## src/rtl/phase_unwrap_decimator.sv

```systemverilog
// phase_unwrap_decimator
//   Takes the wrapped 32-bit signed phase word from the three-tone
//   phase-noise generator, one sample per clk. It unwraps the phase into an
//   OUT_W = 32 + EXT_W bit running phase. It then emits the mean of each
//   non-overlapping block of 2^LOG2_DEC samples, with a one-cycle strobe.
//
//   Optional feature macro: PHASE_UNWRAP_EN
//     defined   : stage 1 unwraps (running sum of modulo-2^32 differences)
//     undefined : stage 1 just sign-extends the raw phase; wrap_err tied 0
//
// Ports
//   clk             system clock
//   rst             asynchronous active-high reset (deassertion synchronised
//                   upstream)
//   phase           wrapped phase sample, full scale = one cycle
//   phase_valid     phase carries a sample this cycle
//   phase_out       block-mean unwrapped phase, OUT_W signed
//   phase_out_valid one-cycle strobe, phase_out is new
//   wrap_err        sticky: the unwrapped phase overflowed OUT_W signed
module phase_unwrap_decimator #(
    parameter  int LOG2_DEC = 4,
    parameter  int EXT_W    = 16,
    localparam int OUT_W    = 32 + EXT_W
) (
    input  logic                    clk,
    input  logic                    rst,
    input  logic signed [31:0]      phase,
    input  logic                    phase_valid,
    output logic signed [OUT_W-1:0] phase_out,
    output logic                    phase_out_valid,
    output logic                    wrap_err
);

    localparam int ACC_W = OUT_W + LOG2_DEC;
    // With LOG2_DEC = 0, keep a 1-bit counter that stays at 0.
    localparam int CNT_W = (LOG2_DEC > 0) ? LOG2_DEC : 1;
    localparam logic [CNT_W-1:0] CNT_LAST = CNT_W'((1 << LOG2_DEC) - 1);

    // ------------------------------------------------------------------
    // Stage 1: unwrap
    // ------------------------------------------------------------------
    logic signed [OUT_W-1:0] unw;
    logic                    s1_valid;

`ifdef PHASE_UNWRAP_EN
    logic signed [31:0]      prev;
    logic signed [31:0]      diff;
    logic signed [OUT_W-1:0] diff_ext;
    logic signed [OUT_W-1:0] unw_next;
    logic                    ovf;

    always_comb begin
        // The 32-bit modulo subtract picks the shortest path around the
        // circle. That is exactly the unwrap step.
        diff     = phase - prev;
        diff_ext = OUT_W'(diff);
        unw_next = unw + diff_ext;
        // Signed overflow: both operands have the same sign, and the sum
        // has the other sign.
        ovf      = (unw[OUT_W-1] == diff_ext[OUT_W-1]) &&
                   (unw_next[OUT_W-1] != unw[OUT_W-1]);
    end

    always_ff @(posedge clk or posedge rst) begin
        if (rst) begin
            prev     <= '0;
            unw      <= '0;
            s1_valid <= 1'b0;
            wrap_err <= 1'b0;
        end else begin
            s1_valid <= phase_valid;
            if (phase_valid) begin
                prev <= phase;
                unw  <= unw_next;   // wraps modulo 2^OUT_W on overflow
                if (ovf)
                    wrap_err <= 1'b1;
            end
        end
    end
`else
    always_ff @(posedge clk or posedge rst) begin
        if (rst) begin
            unw      <= '0;
            s1_valid <= 1'b0;
        end else begin
            s1_valid <= phase_valid;
            if (phase_valid)
                unw <= OUT_W'(phase);
        end
    end

    assign wrap_err = 1'b0;
`endif

    // ------------------------------------------------------------------
    // Stage 2: block accumulate and decimate
    // ------------------------------------------------------------------
    logic signed [ACC_W-1:0] acc;
    logic signed [ACC_W-1:0] sum;
    logic signed [ACC_W-1:0] mean;
    logic        [CNT_W-1:0] cnt;

    always_comb begin
        sum  = acc + ACC_W'(unw);
        // The arithmetic shift floors toward -inf. The mean of OUT_W-bit
        // values always fits back into OUT_W bits.
        mean = sum >>> LOG2_DEC;
    end

    always_ff @(posedge clk or posedge rst) begin
        if (rst) begin
            acc             <= '0;
            cnt             <= '0;
            phase_out       <= '0;
            phase_out_valid <= 1'b0;
        end else begin
            phase_out_valid <= 1'b0;
            // Idle cycles hold acc/cnt, so gaps never change the result.
            if (s1_valid) begin
                if (cnt == CNT_LAST) begin
                    phase_out       <= mean[OUT_W-1:0];
                    phase_out_valid <= 1'b1;
                    acc             <= '0;
                    cnt             <= '0;
                end else begin
                    acc <= sum;
                    cnt <= cnt + CNT_W'(1);
                end
            end
        end
    end

endmodule

```

## config.mk

```make
export PLATFORM = sky130hd
export DESIGN_NAME = phase_unwrap_decimator
export DESIGN_NICKNAME = d
export VERILOG_FILES = /design/src/rtl/phase_unwrap_decimator.sv
export SDC_FILE = /design/constraint.sdc
export NUM_CORES = 1
export LEC_CHECK = 0
export CORE_MARGIN = 2
export CORE_UTILIZATION = 30
export CTS_CLUSTER_DIAMETER = 80
export CTS_CLUSTER_SIZE = 12
export DETAILED_ROUTE_END_ITERATION = 12
export GPL_ROUTABILITY_DRIVEN = 0
export PLACE_DENSITY = 0.57
export SLEW_MARGIN = 20
export SYNTH_ARGS = -nofsm -noshare
export SYNTH_HDL_FRONTEND = slang
export SYNTH_SLANG_ARGS = --single-unit
```

## constraint.sdc

```tcl
create_clock -name clk -period 8 [get_ports clk]
set_input_delay 1.6 -clock clk [delete_from_list [all_inputs] [get_ports clk]]
set_output_delay 1.6 -clock clk [all_outputs]
set_load 0.05 [all_outputs]
```

==> impl_metrics.yaml, run 1 <==
outcome:
  status: "complete, no violations"
die:
  dieArea_um2: 28100
  die_h_um: 168
  start_util_pct: 30.7
  io_pins: 85
  num_rows: 59
  die_width_um: 168
  core_um2: 26200
cts:
  cts_sinks: 138
  hold_buffers: 0
  ctsResizeCount: 0
  cts_max_path_buffers: 2
  cts.reportedPaths.clkPinSlew_ps: 60
  h-tree-depth: 4
  cts_setup_buffers: 0
  tritoncts: "built"
  clk_latency_ps: 430
  cts_buffers: 17
  cts_root_buf: "clkbuf_16"
timing:
  fin_setup_tns_ps: 0
  fmax_ghz: 0.287
  hold_violations: 0
  setup_ws_ps: 4520
  tightest_slew_ps: 899
  post-route-min-period_ps: 3480
  setup_viol: 0
  relSlewSlack_pct: 40.1
  fin_worst_skew_ps: 18.4
  maxSlewViolCount: 0
  rsz0062_at_grt: "no"
  min_period_over_period_pct: 43.5
placed_design:
  port_buffers: 83
  hpwlAfterDp_um: 14100
  pre_cts_ws_ps: 4520
logic_synthesis:
  synth.distinct_cells: 65
  yosys-top-cells-area: "dfrtp_1, ha_1, mux2_2"
  synthesis.nets: 937
  netlist_area_um2: 8040
  ys_seq_area_share_pct: 43.0
  synth_enable_flop_cells: 0
  syn-instance-count: 849
  synth_most_common_cell: "dfrtp_1"
  synth_top_flop_cell: "dfrtp_1"
  synth_top_area_share_pct: 43.0
  synth_largest_area_cell: "dfrtp_1"
  yosysWarnings: 0
  avgSynthCellArea_um2: 9.47
  synth_common_cells: "dfrtp_1, nand2_1, o21ai_0, inv_1, a21oi_1"
  async_reset_ff_share_pct: 100
  synth-seq-cells: 138
detailed_routing:
  firstDrtPassIters: 5
  vias_per_cell: 4.98
  drc: 0
  drt_iter0_markers: 337
  final_antenna_net_count: 0
  vias: 6272
  drt_wl_total_um: 19600
  wire_per_inst_um: 15.6
power:
  peakVddDrop_v: 0.000217
  power_density_nw_per_um2: 473
  leakagePower_nw: 4.33
  finalPower_mw: 4.63
worst_hold_path:
  hold_path_startpoint: "phase_out[41]"
  hold_end: "phase_out[41]"
  hp-class: "flop to flop"
  hold_depth: 2
finish:
  final_nets: 999
  nFillCells: 2632
  area_growth_pct: 21.7
  drive_gt1_share_pct: 9.52
  diodes: 0
  fin_util_pct: 37.4
setup_path:
  path_class: "flop to flop"
  critPathLaunchType: "flop"
  cp.arrival_ps: 3760
  endpoint_kind: "flop"
  rrSetupSlack_ps: 4520
  crit_required_ps: 8280
  crit_fanout: 4
  r2r_end: "acc[48]"
  reg2reg_from: "unw[0]"
  worstRegToRegCells: 13
global_route:
  grt_max_degree: 90
  first_global_vias: 6366
  overflow: 0
  grt_pass1_wl_um: 33400
  antenna_found_initial: 0
  grt_util_all_layers_pct: 14.7
job:
  cap_violations: 0
## how the worst max path moves through the flow
stage | depth (start not counted) | start | slack, ps | to
after detailed placement | 3 | rst | 4520 | s1_valid
after floorplan | 1 | rst | 2700 | acc[0]
after CTS | 13 | unw[0] | 4520 | acc[48]
after global routing | 8 | unw[31] | 4150 | acc[48]
final | 13 | unw[0] | 4520 | acc[48]
after global placement | 3 | rst | 4530 | s1_valid
## cell families (layout without fill, tap and decap cells)
family,count (synthesis),count (layout),synth area share (%)
AO/OA/AOI/OAI,271,271,21.7
adder cells (fa/ha/maj),53,53,8.34
other,1,1,0.0466
buffers and inverters,113,188,5.46
XOR/XNOR,50,50,5.45
flip-flops,138,138,43.0
AND/OR/NAND/NOR,188,188,11.2
multiplexers,35,35,4.86
## worst max-delay path, stage by stage (launching register included)
cell	delay [ps]
dfrtp_1	340
ha_1	170
inv_1	60
fa_1	380
nand2b_1	210
a2111oi_4	340
nor2_1	90
o21bai_1	350
a21oi_1	190
nor2b_1	170
o31ai_1	500
a211oi_1	180
mux2i_1	230
o221ai_1	120
## stage by stage
stage          cell area, um2  std cells  hold slack, ps
2_1_floorplan            8040        849             473
3_3_place_gp             9140       1227             466
3_5_place_dp             9140       1227             473
4_1_cts                  9790       1259             486
5_1_grt                  9790       1259             512
6_report                 9790       1259             476
## flip-flops by register name, indices dropped and copies added, names as in the netlist
register / flops
acc: 52
phase_out: 48
unw: 32
cnt: 4
phase_out_valid: 1
s1_valid: 1
## where the power goes
group          internal (mW)  switching, mW  total [mW]
combinational          0.975           1.64        2.62
sequential             0.974          0.164        1.14
clock                  0.554          0.314       0.868
total                   2.50           2.12        4.63
## cells in the final DEF (no fill, tap or decap), types with 6 or more instances in the layout
master           Yosys  layout
nor2b_1              8       8
nor3_1               8       8
clkdlybuf4s50_1      0      82
o22ai_1             50      50
ha_1                52      52
a21o_1              25      25
a31oi_1              6       6
nand3_1             13      13
xnor2_1             27      27
o21ai_0             71      71
dfrtp_1            138     137
o21bai_1            14      14
nor2_1              34      34
nand4_1             15      15
clkbuf_16            0      17
a21oi_1             53      53
mux2_2              32      32
nand2_1             87      87
inv_1               69      68
o21ai_1              6       6
xor2_1              23      23
## layout make-up
type / count / area (um2) / share of cell area [%]
Timing Repair Buffer: 87 / 856 / 8.74
Clock buffer: 21 / 480 / 4.91
Tap cell: 335 / 419 / 4.28
Clock inverter: 11 / 166 / 1.70
Sequential cell: 138 / 3450 / 35.3
Inverter: 69 / 264 / 2.70
Multi-Input combinational cell: 598 / 4150 / 42.4
## layer usage
layer | wire length (um) | track usage, %
met1 | 9950 | 20.9
met2 | 8780 | 23.0
met3 | 618 | 2.74
met4 | 233 | 3.86
met5 | 0 | 0
Power figures use the tool's default switching activity.
==> inputs of run 2 (changes only) <==
clock period = 3.3 ns   (was 8 ns; I/O delays follow)
==> impl_metrics.yaml, run 2 (synthesis results as in run 1) <==
setup_path:
  path_class: "flop to flop"
  critPathLaunchType: "flop"
  crit_fanout: 3
  endpoint_kind: "flop"
  max_stage_delay_ps: 390
  cp.arrival_ps: 3380
  slowest_stage: "fa_1"
  crit_required_ps: 3580
  path_cells: "ha_1 -> inv_1 -> fa_1 -> nand2b_4 -> a2111oi_4 -> nor3_2 -> nor4_4 -> o41ai_4 -> nor2_4 -> a31oi_4 -> o41ai_2 -> xnor2_1 -> o21ai_1"
  rrSetupSlack_ps: 200
finish:
  largest_reg_flops: 52
  diodes: 0
  area_growth_pct: 23.6
  final_cell_mix: "dfrtp_1, nand2_1, clkdlybuf4s50_1"
  final_nets: 1024
  drive_gt1_share_pct: 11.9
  fin_util_pct: 37.9
  regMostFlops: "acc"
  reg_top3: "acc (52), phase_out (48), unw (32)"
  final_common_cell: "dfrtp_1"
detailed_routing:
  wire_per_inst_um: 15.4
  drt_iter0_markers: 374
  firstDrtPassIters: 4
  vias: 6309
  vias_per_cell: 4.91
  drt_wl_total_um: 19700
  final_antenna_net_count: 0
  drc: 0
die:
  die_width_um: 168
  io_pins: 85
  start_util_pct: 30.7
  dieArea_um2: 28100
  core_um2: 26200
  num_rows: 59
  die_h_um: 168
worst_hold_path:
  hp-class: "flop to flop"
timing:
  hold_violations: 0
  fin_setup_tns_ps: 0
  tightest_slew_ps: 882
  fmax_ghz: 0.323
  post-route-min-period_ps: 3100
  maxSlewViolCount: 0
  setup_viol: 0
  hold_slack_ps: 475
  relSlewSlack_pct: 41.2
  min_period_over_period_pct: 93.9
  fin_worst_skew_ps: 16.1
job:
  cap_violations: 0
cts:
  tritoncts: "built"
  clk_latency_ps: 430
  cts_root_buf: "clkbuf_16"
  cts.reportedPaths.clkPinSlew_ps: 60
  h-tree-depth: 4
  hold_buffers: 0
  cts_sinks: 138
  cts_max_path_buffers: 2
  cts_buffers: 17
global_route:
  grt_max_degree: 101
  grt_pass1_wl_um: 33700
  overflow: 0
  grt_util_all_layers_pct: 14.9
  first_global_vias: 6377
  antenna_found_initial: 0
power:
  leakagePower_nw: 4.43
  power_density_nw_per_um2: 1130
  peakVddDrop_v: 0.000580
outcome:
  status: "complete, no violations"
placed_design:
  hpwlAfterDp_um: 14600
  port_buffers: 83
run 2: critical path: cells and delay by family, from the launching register on:
| kind | cells | cell delay, ps |
|---|---|---|
| simple gates | 4 | 690 |
| buf+inv | 1 | 50 |
| fa+ha+maj | 2 | 560 |
| xor+xnor | 1 | 180 |
| compound gates | 5 | 1120 |
| flops | 1 | 350 |
run 2: stage by stage:
step	std cells	cell area, um2	total power [mW]	setup WS, ps
finish	1284	9940	11.2	200
global route	1284	9940	12.2	-7.25
CTS	1283	9910	11.3	93.4
detailed placement	1251	9330	9.37	119
global placement	1251	9330	9.31	173
floorplan	849	8040	7.44	326
run 2: worst paths after layout:
path | cells after the start | startpoint | to
min reg2reg | 2 | phase_out[35] | phase_out[35]
min | 2 | phase_out[35] | phase_out[35]
max | 13 | unw[0] | phase_out[46]
min in group asynchronous | 3 | rst | phase_out[2]
max reg2reg | 13 | unw[0] | phase_out[46]
max in group asynchronous | 3 | rst | s1_valid
run 2: timing repair:
item,in CTS,in global routing
setup buffers,0,1
gates resized for setup,0,7
endpoints found under the setup margin,0,17
run 2: per-layer routing:
metal	wire length (um)	GRT usage, %	vias up
met2	8790	23.0	84
met1	10200	21.1	2997
met3	457	2.79	16
met5	0	0	-
li1	-	-	3212
met4	280	4.65	0
run 2: layout make-up:
| cell class | instances | area, um2 |
|---|---|---|
| fillers | 2630 | 16300 |
| multi-input cells | 598 | 4170 |
| flip-flops and latches | 138 | 3450 |
| repair buffers | 112 | 1060 |
| clock buffers | 25 | 485 |
| well taps | 335 | 419 |
| inverters | 69 | 263 |
| clock inverters | 7 | 90.1 |
run 2: where the power goes:
| group | internal (mW) | total, mW | switching, mW | leakage [nW] |
|---|---|---|---|---|
| logic | 2.55 | 6.62 | 4.07 | 2.45 |
| registers | 2.36 | 2.74 | 0.383 | 1.71 |
| clock network | 1.17 | 1.88 | 0.708 | 0.277 |
| total | 6.08 | 11.2 | 5.16 | 4.43 |
==> inputs of run 3 (changes only) <==
MAX_ROUTING_LAYER = met4   (was default)
==> impl_metrics.yaml, run 3 (synthesis results as in run 1) <==
outcome:
  status: "complete, no violations"
cts:
  hold_buffers: 0
  clk_latency_ps: 420
  cts_max_path_buffers: 2
  h-tree-depth: 4
  cts_root_buf: "clkbuf_16"
  cts.reportedPaths.clkPinSlew_ps: 60
  cts_buffers: 17
  cts_sinks: 138
  tritoncts: "built"
die:
  num_rows: 59
  start_util_pct: 30.7
  dieArea_um2: 28100
  core_um2: 26200
  die_h_um: 168
  die_width_um: 168
  io_pins: 85
placed_design:
  hpwlAfterDp_um: 14600
  pre_cts_ws_ps: 119
  dp_cells: 1251
  port_buffers: 83
timing:
  maxSlewViolCount: 0
  tightest_slew_ps: 893
  fin_worst_skew_ps: 16.8
  relSlewSlack_pct: 40.5
  hold_violations: 0
  fin_setup_tns_ps: 0
  min_period_over_period_pct: 94.4
  post-route-min-period_ps: 3110
  fmax_ghz: 0.321
  setup_ws_ps: 185
  setup_viol: 0
global_route:
  overflow: 0
  grt_pass1_wl_um: 33700
  grt_max_degree: 101
  grt_util_all_layers_pct: 15.3
  first_global_vias: 6369
  antenna_found_initial: 0
setup_path:
  path_class: "flop to flop"
  slowest_stage: "ha_1"
  crit_buf_inv: 0
  endpoint_kind: "flop"
  cp.arrival_ps: 3390
  path_cells: "ha_1 -> and3_1 -> a22oi_1 -> a21oi_2 -> nor4b_4 -> o2111ai_1 -> and2_1 -> o31a_1 -> o31ai_1 -> xnor2_1 -> o21ai_1"
  crit_fanout: 4
  critPathLaunchType: "flop"
  max_stage_delay_ps: 400
  crit_required_ps: 3580
  cpLargestDelayFamily: "compound AO/OA/AOI/OAI gates"
worst_hold_path:
  hp-class: "flop to flop"
finish:
  final_nets: 1024
  nFillCells: 2630
  largest_reg_flops: 52
  final_cell_mix: "dfrtp_1, nand2_1, clkdlybuf4s50_1"
  area_growth_pct: 23.6
  reg_top3: "acc (52), phase_out (48), unw (32)"
  regMostFlops: "acc"
  drive_gt1_share_pct: 11.9
  diodes: 0
  final_common_cell: "dfrtp_1"
  final_cell_count_no_fill: 1284
power:
  swShare_pct: 45.9
  peakVddDrop_v: 0.000580
  leakagePower_nw: 4.43
  clkPwrFrac_pct: 16.7
  p_switching_mw: 5.16
  pwr-share-comb_pct: 58.9
  internal-power_mw: 6.08
  finalPower_mw: 11.2
  power_density_nw_per_um2: 1130
  p_seq_share_pct: 24.4
detailed_routing:
  vias_per_cell: 4.92
  drc: 0
  drt_wl_total_um: 19700
  final_antenna_net_count: 0
  firstDrtPassIters: 4
  wire_per_inst_um: 15.3
  vias: 6320
  drt_iter0_markers: 406
job:
  cap_violations: 0
[run 3: path summary, 6_finish.rpt]
kind                               startpoint            end  slack, ps  depth (start not counted)
max in group asynchronous                 rst  phase_out[14]       2080                          3
min in group asynchronous                 rst   phase_out[2]        720                          3
worst max-delay path                   unw[2]  phase_out[45]        190                         11
worst min-delay path            phase_out[35]  phase_out[35]        480                          2
worst max register to register         unw[2]  phase_out[45]        190                         11
worst min register to register  phase_out[35]  phase_out[35]        480                          2
[run 3: timing repair]
| item | 4_1_cts | 5_1_grt |
|---|---|---|
| setup buffers | 0 | 1 |
| setup endpoints to repair | 0 | 17 |
| resized for setup | 0 | 7 |
[run 3: per-layer routing]
metal  track usage, %  vias up  share of wire, %
met3             3.00       12               2.8
met5                -        -                 0
met1             21.2     2984                51
met4             3.86        0               1.1
met2             23.0      110                45
li1                 -     3214                 -
[run 3: cell type report]
type / instances / area, um2 / area share [%]
Multi-Input combinational cell: 598 / 4170 / 42.0
Timing Repair Buffer: 112 / 1060 / 10.6
Clock inverter: 7 / 90.1 / 0.906
Sequential cell: 138 / 3450 / 34.8
Tap cell: 335 / 419 / 4.22
Inverter: 69 / 263 / 2.64
Clock buffer: 25 / 485 / 4.88
[run 3: power groups by stage]
stage	logic [mW]	registers [mW]	clock network [mW]
6_report	6.62	2.75	1.88
5_1_grt	7.30	2.85	2.00
4_1_cts	6.62	2.76	1.93
3_5_place_dp	6.59	2.78	0
3_3_place_gp	6.54	2.76	0
2_1_floorplan	3.77	3.68	0
[run 3: through the flow]
stage | util [%] | hold slack, ps | cell area (um2)
floorplan | - | 473 | 8040
global placement | 35.6 | 468 | 9330
detailed placement | 35.6 | 469 | 9330
CTS | 37.8 | 482 | 9910
global route | 37.9 | 506 | 9940
finish | 37.9 | 475 | 9940
[run 3: worst reg2reg max path: stages, from the launching register on]
cell and delay (ps):
dfrtp_1 390, ha_1 400, and3_1 200, a22oi_1 100, a21oi_2 230, nor4b_4 300
o2111ai_1 230, and2_1 220, o31a_1 300, o31ai_1 310, xnor2_1 200, o21ai_1 100
